[src/rtl/bcd_pkg.sv]
// Shared constants and helpers for the packed-BCD counter family.
package bcd_pkg;

    localparam int BCD_DW  = 4;
    localparam int MAX_DIG = 8;

    // True when the low ndig nibbles of v are all decimal digits.
    function automatic logic is_bcd(input logic [31:0] v, input int ndig);
        logic ok;
        ok = 1'b1;
        for (int i = 0; i < MAX_DIG; i++) begin
            if (i < ndig && v[BCD_DW*i +: BCD_DW] > 4'd9)
                ok = 1'b0;
        end
        return ok;
    endfunction

    function automatic logic [31:0] bcd_const(input int val);
        logic [31:0] res;
        int          r;
        res = '0;
        r   = val;
        for (int i = 0; i < MAX_DIG; i++) begin
            res[BCD_DW*i +: BCD_DW] = 4'(r % 10);
            r = r / 10;
        end
        return res;
    endfunction

endpackage

[src/rtl/bcd_digit.sv]
// One decimal digit of the up/down ripple chain; ci is carry-in (up) or borrow-in (down).
module bcd_digit
    import bcd_pkg::*;
(
    input  logic [BCD_DW-1:0] d,
    input  logic              up,
    input  logic              ci,
    output logic [BCD_DW-1:0] q,
    output logic              co
);

    always_comb begin
        q  = d;
        co = 1'b0;
        if (ci) begin
            if (up) begin
                if (d == 4'd9) begin
                    q  = 4'd0;
                    co = 1'b1;
                end else begin
                    q  = d + 4'd1;
                end
            end else begin
                if (d == 4'd0) begin
                    q  = 4'd9;
                    co = 1'b1;
                end else begin
                    q  = d - 4'd1;
                end
            end
        end
    end

endmodule

[src/rtl/bcd_updown_cntr.sv]
// N-digit packed-BCD up/down counter over MINVAL..MAXVAL with clear, checked load and wrap pulses.
module bcd_updown_cntr
    import bcd_pkg::*;
#(
    parameter int                       NDIG   = 2,
    parameter logic [BCD_DW*NDIG-1:0]   MINVAL = '0,
    parameter logic [BCD_DW*NDIG-1:0]   MAXVAL = (BCD_DW*NDIG)'(bcd_const((NDIG == 1) ? 9 : 59)),
    parameter logic [BCD_DW*NDIG-1:0]   RSTVAL = MINVAL
) (
    input  logic                      CLK1K,
    input  logic                      RSTN,
    input  logic                      EN,
    input  logic                      UP,
    input  logic                      CLR,
    input  logic                      LOAD,
    input  logic [BCD_DW*NDIG-1:0]    LOAD_VAL,
    output logic [BCD_DW*NDIG-1:0]    BCD,
    output logic                      CARRY,
    output logic                      BORROW,
    output logic                      LOAD_ERR,
    output logic                      AT_MAX,
    output logic                      AT_MIN
);

    localparam logic P_OK = (NDIG >= 1) && (NDIG <= MAX_DIG)
                         && is_bcd(32'(MINVAL), NDIG) && is_bcd(32'(MAXVAL), NDIG)
                         && is_bcd(32'(RSTVAL), NDIG) && (MINVAL < MAXVAL)
                         && (MINVAL <= RSTVAL) && (RSTVAL <= MAXVAL);

    generate
        if (!P_OK) begin : g_bad_param
            $error("bcd_updown_cntr: illegal NDIG/MINVAL/MAXVAL/RSTVAL");
        end
    endgenerate

    logic [BCD_DW*NDIG-1:0] r_bcd;
    logic                   r_carry;
    logic                   r_borrow;
    logic                   r_lerr;

    logic [BCD_DW*NDIG-1:0] w_step;
    logic [NDIG:0]          w_ci;
    logic                   w_unused_co;
    logic                   w_ge_min;
    logic                   w_load_ok;
    logic                   w_at_max;
    logic                   w_at_min;

    assign w_ci[0]     = EN;
    assign w_unused_co = w_ci[NDIG];

    genvar g;
    generate
        for (g = 0; g < NDIG; g++) begin : g_dig
            bcd_digit u_dig (
                .d  (r_bcd[BCD_DW*g +: BCD_DW]),
                .up (UP),
                .ci (w_ci[g]),
                .q  (w_step[BCD_DW*g +: BCD_DW]),
                .co (w_ci[g+1])
            );
        end

        // A zero floor makes the lower-bound compare constant, so skip it.
        if (MINVAL == '0) begin : g_min0
            assign w_ge_min = 1'b1;
        end else begin : g_minx
            assign w_ge_min = (LOAD_VAL >= MINVAL);
        end
    endgenerate

    assign w_load_ok = is_bcd(32'(LOAD_VAL), NDIG) && w_ge_min && (LOAD_VAL <= MAXVAL);
    assign w_at_max  = (r_bcd == MAXVAL);
    assign w_at_min  = (r_bcd == MINVAL);

    always_ff @(posedge CLK1K or negedge RSTN) begin
        if (!RSTN) begin
            r_bcd    <= RSTVAL;
            r_carry  <= 1'b0;
            r_borrow <= 1'b0;
            r_lerr   <= 1'b0;
        end else begin
            r_carry  <= 1'b0;
            r_borrow <= 1'b0;
            r_lerr   <= 1'b0;
            if (CLR) begin
                r_bcd <= MINVAL;
            end else if (LOAD) begin
                if (w_load_ok)
                    r_bcd  <= LOAD_VAL;
                else
                    r_lerr <= 1'b1;
            end else if (EN) begin
                // Range wrap overrides whatever the ripple chain produced.
                if (UP) begin
                    if (w_at_max) begin
                        r_bcd   <= MINVAL;
                        r_carry <= 1'b1;
                    end else begin
                        r_bcd   <= w_step;
                    end
                end else begin
                    if (w_at_min) begin
                        r_bcd    <= MAXVAL;
                        r_borrow <= 1'b1;
                    end else begin
                        r_bcd    <= w_step;
                    end
                end
            end
        end
    end

    assign BCD      = r_bcd;
    assign CARRY    = r_carry;
    assign BORROW   = r_borrow;
    assign LOAD_ERR = r_lerr;
    assign AT_MAX   = w_at_max;
    assign AT_MIN   = w_at_min;

endmodule

[config.mk]
export PLATFORM = sky130hd
export DESIGN_NAME = bcd_updown_cntr
export DESIGN_NICKNAME = d
export VERILOG_FILES = /design/src/rtl/bcd_pkg.sv /design/src/rtl/bcd_digit.sv /design/src/rtl/bcd_updown_cntr.sv
export SDC_FILE = /design/constraint.sdc
export NUM_CORES = 1
export LEC_CHECK = 0
export CAP_MARGIN = 20
export CORE_MARGIN = 2
export CORE_UTILIZATION = 50
export DETAILED_ROUTE_END_ITERATION = 8
export PLACE_DENSITY = 0.78
export SLEW_MARGIN = 20
export SYNTH_ARGS = -nofsm -noshare
export SYNTH_HDL_FRONTEND = slang
export SYNTH_HIERARCHICAL = 1
export SYNTH_SLANG_ARGS = --single-unit
[constraint.sdc]
create_clock -name CLK1K -period 3.68 [get_ports CLK1K]
set_input_delay 0.552 -clock CLK1K [delete_from_list [all_inputs] [get_ports CLK1K]]
set_output_delay 0.552 -clock CLK1K [all_outputs]
set_load 0.1 [all_outputs]
; ---- Word level (Yosys, flattened, before mapping)
; Index checks and enable logic that the tools add are counted.
[totals]
out_inout_bits = 13
word_cells = 54
reg_bits = 11
input_bits = 14
[op_classes]
n_reduce_logical = 6
n_lt_le_gt_ge = 3
add_sub_neg = 4
eq_ne = 4
n_mux = 33
[ops]
columns = op, count
row1 = $mux W8, 7
row2 = $mux W4, 7
row3 = $mux W1, 19
row4 = $add A4 B1 Y4 const B, 2
row5 = $eq A4 B4 Y1 const B, 2
row6 = $eq A8 B7 Y1 const B, 1
row7 = $gt A4 B4 Y1 const B, 2
row8 = $le A8 B7 Y1 const B, 1
row9 = $logic_not A4 Y1, 2
row10 = $logic_not A8 Y1, 1
row11 = $sub A4 B1 Y4 const B, 2
row12 = $ne A3 B2 Y1 const B, 1
row13 = $reduce_bool A3 Y1, 1
row14 = $reduce_and A2 Y1, 1
row15 = $logic_and A1 B1 Y1, 1

; ---- Depth between registers and ports, before layout
[depth]
depth_word = 10
mapped_depth = 10
ltp_nobuf = 9

; ---- By module
; Netlist, hierarchy kept.
[by_module_without_submodules]
columns = mod, n_inst, area_per_inst_um2, cells_each
row1 = bcd_updown_cntr, 1, 694.4, 82
row2 = bcd_digit, 2, 216.5, 31

; ---- Least setup slack after synthesis
; OpenSTA, ideal clock, no wires.
[synth_path]
kind = reg-to-output
start = register r_bcd[3] (netlist: BCD[3])
end = output port AT_MIN
slack_ns = 0.263
path_stages_with_launch = 4
t_arrival_ns = 2.865
n_path_buf = 1
path_cell_list = dfrtp_1 > or4_1 > clkbuf_1 > nor2_1
[synth_between]
elab_chain_cells = 1
[synth_rtl]
columns = item, line
row1 = "start, declared", bcd_updown_cntr.sv:36  ; logic [BCD_DW*NDIG-1:0] r_bcd;
row2 = "start signal, assigned", bcd_updown_cntr.sv:100  ; r_bcd <= w_step;
row3 = "start signal, assigned", bcd_updown_cntr.sv:107  ; r_bcd <= w_step;
row4 = $logic_not A8 Y1, bcd_updown_cntr.sv:74  ; assign w_at_min = (r_bcd == MINVAL);
row5 = "end, declared", bcd_updown_cntr.sv:22  ; output logic AT_MIN
; Every way passes these cells.

; ---- Final worst setup path
[layout_path]
start = input port UP
end = register r_bcd[6] (netlist: BCD[6])
[layout_between]
elab_chain_cells = 8
word_cells_on_any_way = 10
cone_classes = mux: 10
[layout_rtl]
columns = item, line
row1 = "start, declared", bcd_updown_cntr.sv:13  ; input logic UP,
row2 = $mux W1 (*), bcd_digit.sv:16  ; if (up) begin
row3 = $mux W1 (*), bcd_digit.sv:15  ; if (ci) begin
row4 = via w_ci[1], bcd_updown_cntr.sv:42  ; logic [NDIG:0] w_ci;
row5 = $mux W4 (*), bcd_digit.sv:15
row6 = via w_step[6], bcd_updown_cntr.sv:41  ; logic [BCD_DW*NDIG-1:0] w_step;
row7 = $mux W8 (on tied branches), "bcd_updown_cntr.sv:103, bcd_updown_cntr.sv:96"
row8 = $mux W8 (*), bcd_updown_cntr.sv:95  ; if (UP) begin
row9 = $mux W8 (*), bcd_updown_cntr.sv:93  ; end else if (EN) begin
row10 = $mux W8 (*), bcd_updown_cntr.sv:88  ; end else if (LOAD) begin
row11 = $mux W8 (*), bcd_updown_cntr.sv:86  ; if (CLR) begin
; Mark *: on every way through the listed nets, which the timed path passes. The rest lies on a longest branch. The select of a mux whose other input is x is not followed.
; A chain may end at the register's enable or synchronous reset.

==> results <==
- The final critical path takes up about four fifths of the cycle.
- TritonCTS built the clock tree.
- Clock-pin slew was measured on the worst setup and hold paths at 80 ps.
- In this run the horizontal extent of the chip is 50.9 um.
- Together, buffers and inverters on the worst path number 1.
- The run finished with clean final reports.
- The critical path goes through clkdlybuf4s50_1, or3_4, a211oi_2, nand2b_1, nor4_1, a221o_1, a21boi_0, o2111ai_1, a21oi_1.
- The number of gates given a new drive strength after cts is 0.
- The worst register-to-register path ends at BCD[6]$_DFFE_PN0P_.
- The count of routing violations after the opening detailed-route iteration is 63.
- The power density of the placed cells is approximately 340 mW/mm^2.
- The insertion delay of the later-clocked pin in the worst-skew pair is 280 ps.
- The final core utilization is about two thirds.
- The worst-case IR drop observed on VDD is 234 uV.
- The delay of the slowest critical-path stage is between 500 and 600 ps.
- The first global-routing pass estimated 5.28 mm of wire.
- In this run the vertical extent of the chip is 50.9 um.
- In the final routed layout, each cell accounts on average for between 15 and 20 um.
- The startpoint kind of the worst setup timing path is a primary input.
- The area of the core is slightly above 0.002 sq mm.
- The largest fanout on the critical path is 12.
- The worst hold-check path type is in -> async.
- The worst-case clock buffer depth is 2.
- The starting utilization of the core area is 54.3%.
- The actual transition at the worst max-transition pin is 989 ps.
- The detailed router put a total of approximately 1.3 mm of wire on met1.
- The number of top-level pins is 27.
- The remaining global-route overflow is 0.
- Setup repair after global routing left no endpoint under its margin.
- For the final database, setup skew stands at between 5 and 6 ps.
- The clock drives 11 sinks.
- The number of antenna violations at the first check in global routing is 0.
- The post-detailed-route count of antenna-violating nets is 0.
- The cell family contributing the most delay on the critical path is compound AO/OA/AOI/OAI gates.
- Global routing used a little over a quarter of the available tracks across all layers.
- The signed area change from the synthesized netlist to the final layout is 24.4%.
- Averaged over all synthesized cells, the footprint is roughly 7.8 sq um.
- The category of the worst setup path capture point is a flop.
- The required time at the endpoint of the critical path is between 3000 and 4000 ps.
- The tool flagged a number of max-cap violations equal to 0.
- The count of final max-slew check failures is 0.
- The depth of the worst register-to-register path is 8.
- The final antenna diode count is 0.
- The number of buffers added to fix hold violations after cts is 0.
- The clock period could shrink to between 2000 and 3000 ps.
- The worst setup path is of the in -> reg kind.
- In this run the critical register-to-register path is launched from BCD[0]$_DFFE_PN0P_.
- The total length of routed met3 wires is 247 um.
- The Yosys warning count is 6.
- The number of H-tree levels is 1.
- The congestion estimate from routability-driven global placement came to 0.843.
- For flop-to-flop paths, the worst setup slack is around 960 ps.
- The finished cells cover around 0.0014 sq mm.
- The post-detailed-placement half-perimeter wirelength is 2.15 mm.
- For the worst setup path, the data arrival time is 3180 ps.
- The total setup buffers inserted after CTS is 0.
- The length of routed met2 wiring is approximately 1.4 mm.
- The number of detailed-route iterations in the first pass is 4.
- In this run the cell area of the synthesized design comes to around 0.0011 sq mm.
- The uppermost layer routed is met4.
- For this run, design rule violations remaining after detail routing come to 0.
- In this run the cell area measured after placement is 0.00134 sq mm.
- Across all hold checks on the routed design, the worst slack comes to 628 ps.
- Summed over all cells, the static leakage comes to roughly 0.00053 uW.
- The number of nets in the synthesized netlist is 155.
- The detailed-route vias per instance is a little over 6.
- The final-report hold violation count is 0.
- The via count of the first global-routing pass is about 1200.
- The aggregate negative setup slack is 0 ps.
- Among all stages on the critical path, the largest delay is contributed by clkdlybuf4s50_1.
- The pin count of the biggest net entering global routing is 18.
- The number of port buffers is 26.
- The total number of placement rows is 16.
- The routed design has between 2 and 3 mm of wire.
- The count of mapped cells out of synthesis is 141.
- In this run the clock root is driven by a clkbuf_4.
- The number of buffers added by the clock tree synthesis step is 3.
- The maximum clock frequency is ~0.34 GHz.
- For this run, the post-layout net count is between 150 and 200.
- The fraction of final layout cells sized beyond drive strength 1 is under 10%.
- The floorplan die area is about 0.0026 sq mm.
- The routed layout has roughly 1200 vias.
- Setup violations remaining at the end of the flow were counted as 0.
- Measured against its own limit, the worst slew margin works out to between 30% and 40%.
-- layout by cell type (no fill, tap or decap), types with 3 or more instances in the layout --
cell type,count
a21boi_0,4
a221o_1,4
o2bb2a_1,3
buf_4,4
nand2b_1,10
inv_1,11
nand2_1,7
a21oi_1,4
nor2b_1,3
dfrtp_1,11
nor4_1,3
o21ai_0,4
o2111ai_1,3
nor2_1,15
o22ai_1,6
clkdlybuf4s50_1,24
clkbuf_4,3
a211oi_1,4
a31oi_1,6
-- metal layers --
layer	up-vias	GRT usage, %
met4	0	8.11
li1	571	-
met1	543	35.4
met3	2	4.68
met5	-	0
met2	57	43.0
-- area by class of cell --
class,count,area (sq um)
multi-input cells,108,719
fillers,189,656
flip-flops and latches,11,275
repair buffers,28,270
inverters,11,41.3
well taps,27,33.8
clock buffers,4,26.3
-- how the worst max path moves through the flow --
stage                             startpoint            endpoint  slack, ps  depth (start not counted)
after floorplan           BCD[3]$_DFFE_PN0P_              AT_MIN        260                          3
after global placement                    UP  BCD[6]$_DFFE_PN0P_        610                          9
after detailed placement                  UP  BCD[6]$_DFFE_PN0P_        430                          9
after CTS                                 UP  BCD[6]$_DFFE_PN0P_        710                          9
after global routing                      UP  BCD[6]$_DFFE_PN0P_        500                          9
final                                     UP  BCD[6]$_DFFE_PN0P_        700                          9
-- power by group --
part | internal, uW | leakage (uW) | switching [uW] | total (uW)
Sequential | 128 | 0.000148 | 22.0 | 150
Combinational | 76.8 | 0.000365 | 145 | 222
Clock | 42.1 | 0.0000150 | 46.4 | 88.5
-- flip-flops by register name (all words and copies together) (netlist names) --
name      count
CARRY         1
BORROW        1
BCD           8
LOAD_ERR      1
-- worst reg2reg max path, delay by kind of cell (launching register included) --
family,cells,cell delay [ps]
compound gates,5,1190
simple gates,3,910
flops,1,550
-- per-stage QoR --
stage                     power, uW  setup WS, ps  instances
final                           460           699        189
after global routing            483           498        189
after CTS                       459           710        189
after detailed placement        371           429        185
after global placement          368           614        185
after floorplan                 318           263        141
Note: power is estimated with default switching activity, not from simulation.
==> RTL edit 1, RTL diff (config.mk and constraints unchanged) <==
Change the parameter `NDIG` from 2 to 1.
--- a/src/rtl/bcd_updown_cntr.sv
+++ b/src/rtl/bcd_updown_cntr.sv
@@ -2,7 +2,7 @@
 module bcd_updown_cntr
     import bcd_pkg::*;
 #(
-    parameter int                       NDIG   = 2,
+    parameter int                       NDIG   = 1,
     parameter logic [BCD_DW*NDIG-1:0]   MINVAL = '0,
     parameter logic [BCD_DW*NDIG-1:0]   MAXVAL = (BCD_DW*NDIG)'(bcd_const((NDIG == 1) ? 9 : 59)),
     parameter logic [BCD_DW*NDIG-1:0]   RSTVAL = MINVAL
Ports: changed (resized BCD and LOAD_VAL); port bits go from 27 to 19. No check against the original RTL was run, so the function may have changed too.
==> RTL edit 1 against the unedited design <==
Cell area fell by 43%. Routed wire length down 53%. Total power down 33%. Synthesized area shrank 47%. Via count is 49% lower. Sequential cell count fell by 4. First-iteration DRC count fell by 92%. Setup slack improved by 0.34 ns. Largest cell class unchanged.
==> RTL edit 1: results <==
{
  "gp_congestion": 0.780,
  "grt_first_pass_wirelength_mm": 2.35,
  "drtIter0Drc": 5,
  "largest_reg_flops": 4,
  "diodes": 0,
  "hpwl_mm": 1.03,
  "pre_cts_ws_ns": 1.25,
  "cp.arrival_ns": 2.09,
  "ys_warn_count": 6,
  "htreeDepth": 1,
  "cap_violations": 0,
  "max_stage_delay_ns": 1.22,
  "met2_usage_pct": 42.4,
  "path_max_fanout": 17,
  "fillerInstances": 92,
  "grt_usage_pct": 24.2,
  "antenna_found_initial": 0,
  "cts_inserted_buffers": 3,
  "max-vdd-ir-drop_uv": 179,
  "grt-busiest-layer": "met2",
  "status": "completed",
  "cts-root-buf": "clkbuf_4",
  "nets": 98,
  "drive_above_1_share_pct": 12.6,
  "cts_setup_buffers": 0,
  "holdCritPathClass": "in2async",
  "cts_resized": 0,
  "use_met1_pct": 28.7,
  "path_clk_slew_ns": 0.05,
  "grt_max_degree": 18,
  "fin_skew_ns": 0.00367,
  "crit_path_top_delay_cell": "clkdlybuf4s50_1",
  "firstDrtPassIters": 5,
  "maxSlewHeadroom_pct": 35.5,
  "cp_top_family": "buffers and inverters",
  "cts_buffer_depth": 2,
  "syn_nets": 79,
  "met3_usage_pct": 1.74,
  "portBuffers": 18,
  "p_leak_nw": 0.317,
  "routed_wirelength_mm": 1.42,
  "clkLatencyLatePin_ns": 0.25,
  "grt_pass1_vias": 556,
  "vias": 599
}
-- RTL edit 1: where the power goes --
part	total [W]	internal (W)	switching, W
clock network	0.0000710	0.0000415	0.0000295
registers	0.0000969	0.0000818	0.0000151
logic	0.000141	0.0000485	0.0000923
total	0.000309	0.000172	0.000137
-- RTL edit 1: stage by stage --
step	cells	utilization [%]	instance area [µm²]	total power (W)
4_1_cts	101	71.0	778	0.000310
2_1_floorplan	69	-	586	0.000204
5_1_grt	101	71.0	778	0.000322
6_report	101	71.0	778	0.000309
3_3_place_gp	97	68.6	752	0.000237
3_5_place_dp	97	68.6	752	0.000239
-- RTL edit 1: path summary, 6_finish.rpt --
path,end,slack (ns),from,cells past startpoint
max,BCD[0],1.04,BCD[0]$_DFFE_PN0P_,1
min,BCD[1]$_DFFE_PN0P_,0.55,RSTN,1
max reg2reg,BCD[0]$_DFFE_PN0P_,1.94,BCD[0]$_DFFE_PN0P_,4
min reg2reg,BCD[3]$_DFFE_PN0P_,0.71,BCD[3]$_DFFE_PN0P_,2
max in group asynchronous,BCD[0]$_DFFE_PN0P_,2.89,RSTN,1
min in group CLK1K,BCD[3]$_DFFE_PN0P_,0.71,BCD[3]$_DFFE_PN0P_,2
-- RTL edit 1: layout make-up --
cell class | count | share of cell area, %
multi-input cells | 54 | 47.4
flip-flops and latches | 7 | 22.5
repair buffers | 18 | 22.5
clock buffers | 4 | 3.38
well taps | 14 | 2.25
inverters | 4 | 1.93
-- RTL edit 1: layer usage --
metal  up-vias  share of wire, %  wire length (µm)
met5         -                 0                 0
met4         0               2.1                30
met3         4               6.4                90
met2        27                50               713
met1       272                41               581
li1        296                 -                 -
==> RTL edit 2, RTL diff (same flow settings) <==
Without the edit above. Make the reset (`RSTN`) synchronous in one clocked block.
--- a/src/rtl/bcd_updown_cntr.sv
+++ b/src/rtl/bcd_updown_cntr.sv
@@ -73,7 +73,7 @@
     assign w_at_max  = (r_bcd == MAXVAL);
     assign w_at_min  = (r_bcd == MINVAL);
 
-    always_ff @(posedge CLK1K or negedge RSTN) begin
+    always_ff @(posedge CLK1K) begin
         if (!RSTN) begin
             r_bcd    <= RSTVAL;
             r_carry  <= 1'b0;
Function: differs if RSTN is asserted again (counterexample within 4 cycles, from zero or initial values and one cycle with RSTN low); with RSTN held inactive, the same outputs for 10 cycles.
==> RTL edit 2 against the unedited design <==
Cell area down 5.8%. Routed wire length decreased by 3.4%. Critical path depth is 1 higher. Combinational power decreased by 36%. Sequential cell count unchanged. Maximum frequency decreased by 4.9%. Synthesized area shrank 7.4%. Total power down 21%. Setup slack got worse by 0.15 ns. Critical path type unchanged. Highest routed layer unchanged.
==> RTL edit 2: results <==
{
  "rrSetupSlack_ns": 1.02,
  "hpwl_mm": 2.13,
  "drive_above_1_share_pct": 12.5,
  "cp.arrival_ns": 3.34,
  "wl_met1_mm": 1.28,
  "dr_wl_met3_um": 168,
  "grt_max_degree": 17,
  "max-vdd-ir-drop_uv": 176,
  "grt_first_pass_wirelength_mm": 4.63,
  "dp_cells": 175,
  "grt_usage_pct": 24.7,
  "cts_setup_buffers": 0,
  "antenna_found_initial": 0,
  "path_max_fanout": 14,
  "met3_usage_pct": 4.91,
  "holdCritPathClass": "reg2reg",
  "syn_nets": 143,
  "pre_cts_ws_ns": 0.323,
  "wl_met2_mm": 1.42,
  "wl_per_cell_um": 16.2,
  "vias": 1129,
  "placed_cell_area_um2": 1260,
  "tightest_slew_ns": 0.971,
  "max_stage_delay_ns": 0.73,
  "met2_usage_pct": 40.8,
  "fin_skew_ns": 0.0166,
  "holdWs_ns": 0.658,
  "postSynthAreaPerCell_um2": 7.89,
  "grt_pass1_vias": 1028,
  "cp_top_family": "compound AO/OA/AOI/OAI gates",
  "status": "completed",
  "drtIter0Drc": 48,
  "nets": 167,
  "gp_congestion": 0.826,
  "firstDrtPassIters": 4,
  "viasPerCell": 6.31,
  "fin_crit_ns": 3.13,
  "use_met1_pct": 31.7,
  "p_leak_nw": 0.457
}
RTL edit 2: worst paths after layout:
path	endpoint	depth (start not counted)
max	BCD[6]$_SDFFE_PP0P_	10
min	BCD[7]$_SDFFE_PP0P_	3
max reg2reg	BCD[6]$_SDFFE_PP0P_	8
min reg2reg	BCD[7]$_SDFFE_PP0P_	3
RTL edit 2: layout make-up:
class / count / area, µm²
multi-input combinational: 100 / 702
fill: 187 / 654
timing repair buffer: 28 / 270
sequential: 11 / 220
inverter: 9 / 33.8
tap: 27 / 33.8
clock buffer: 3 / 22.5
clock inverter: 1 / 5.00
RTL edit 2: report_power, final:
group          leakage (nW)  switching (W)  internal (W)
clock network        0.0177      0.0000470     0.0000403
logic                 0.350      0.0000895     0.0000520
registers            0.0893     0.00000982      0.000123
RTL edit 2: tightest hold or removal path, cell delays in order (launching register included):
cell	delay, ns
dfxtp_1	0.40
inv_1	0.07
or2_2	0.10
a21oi_1	0.05
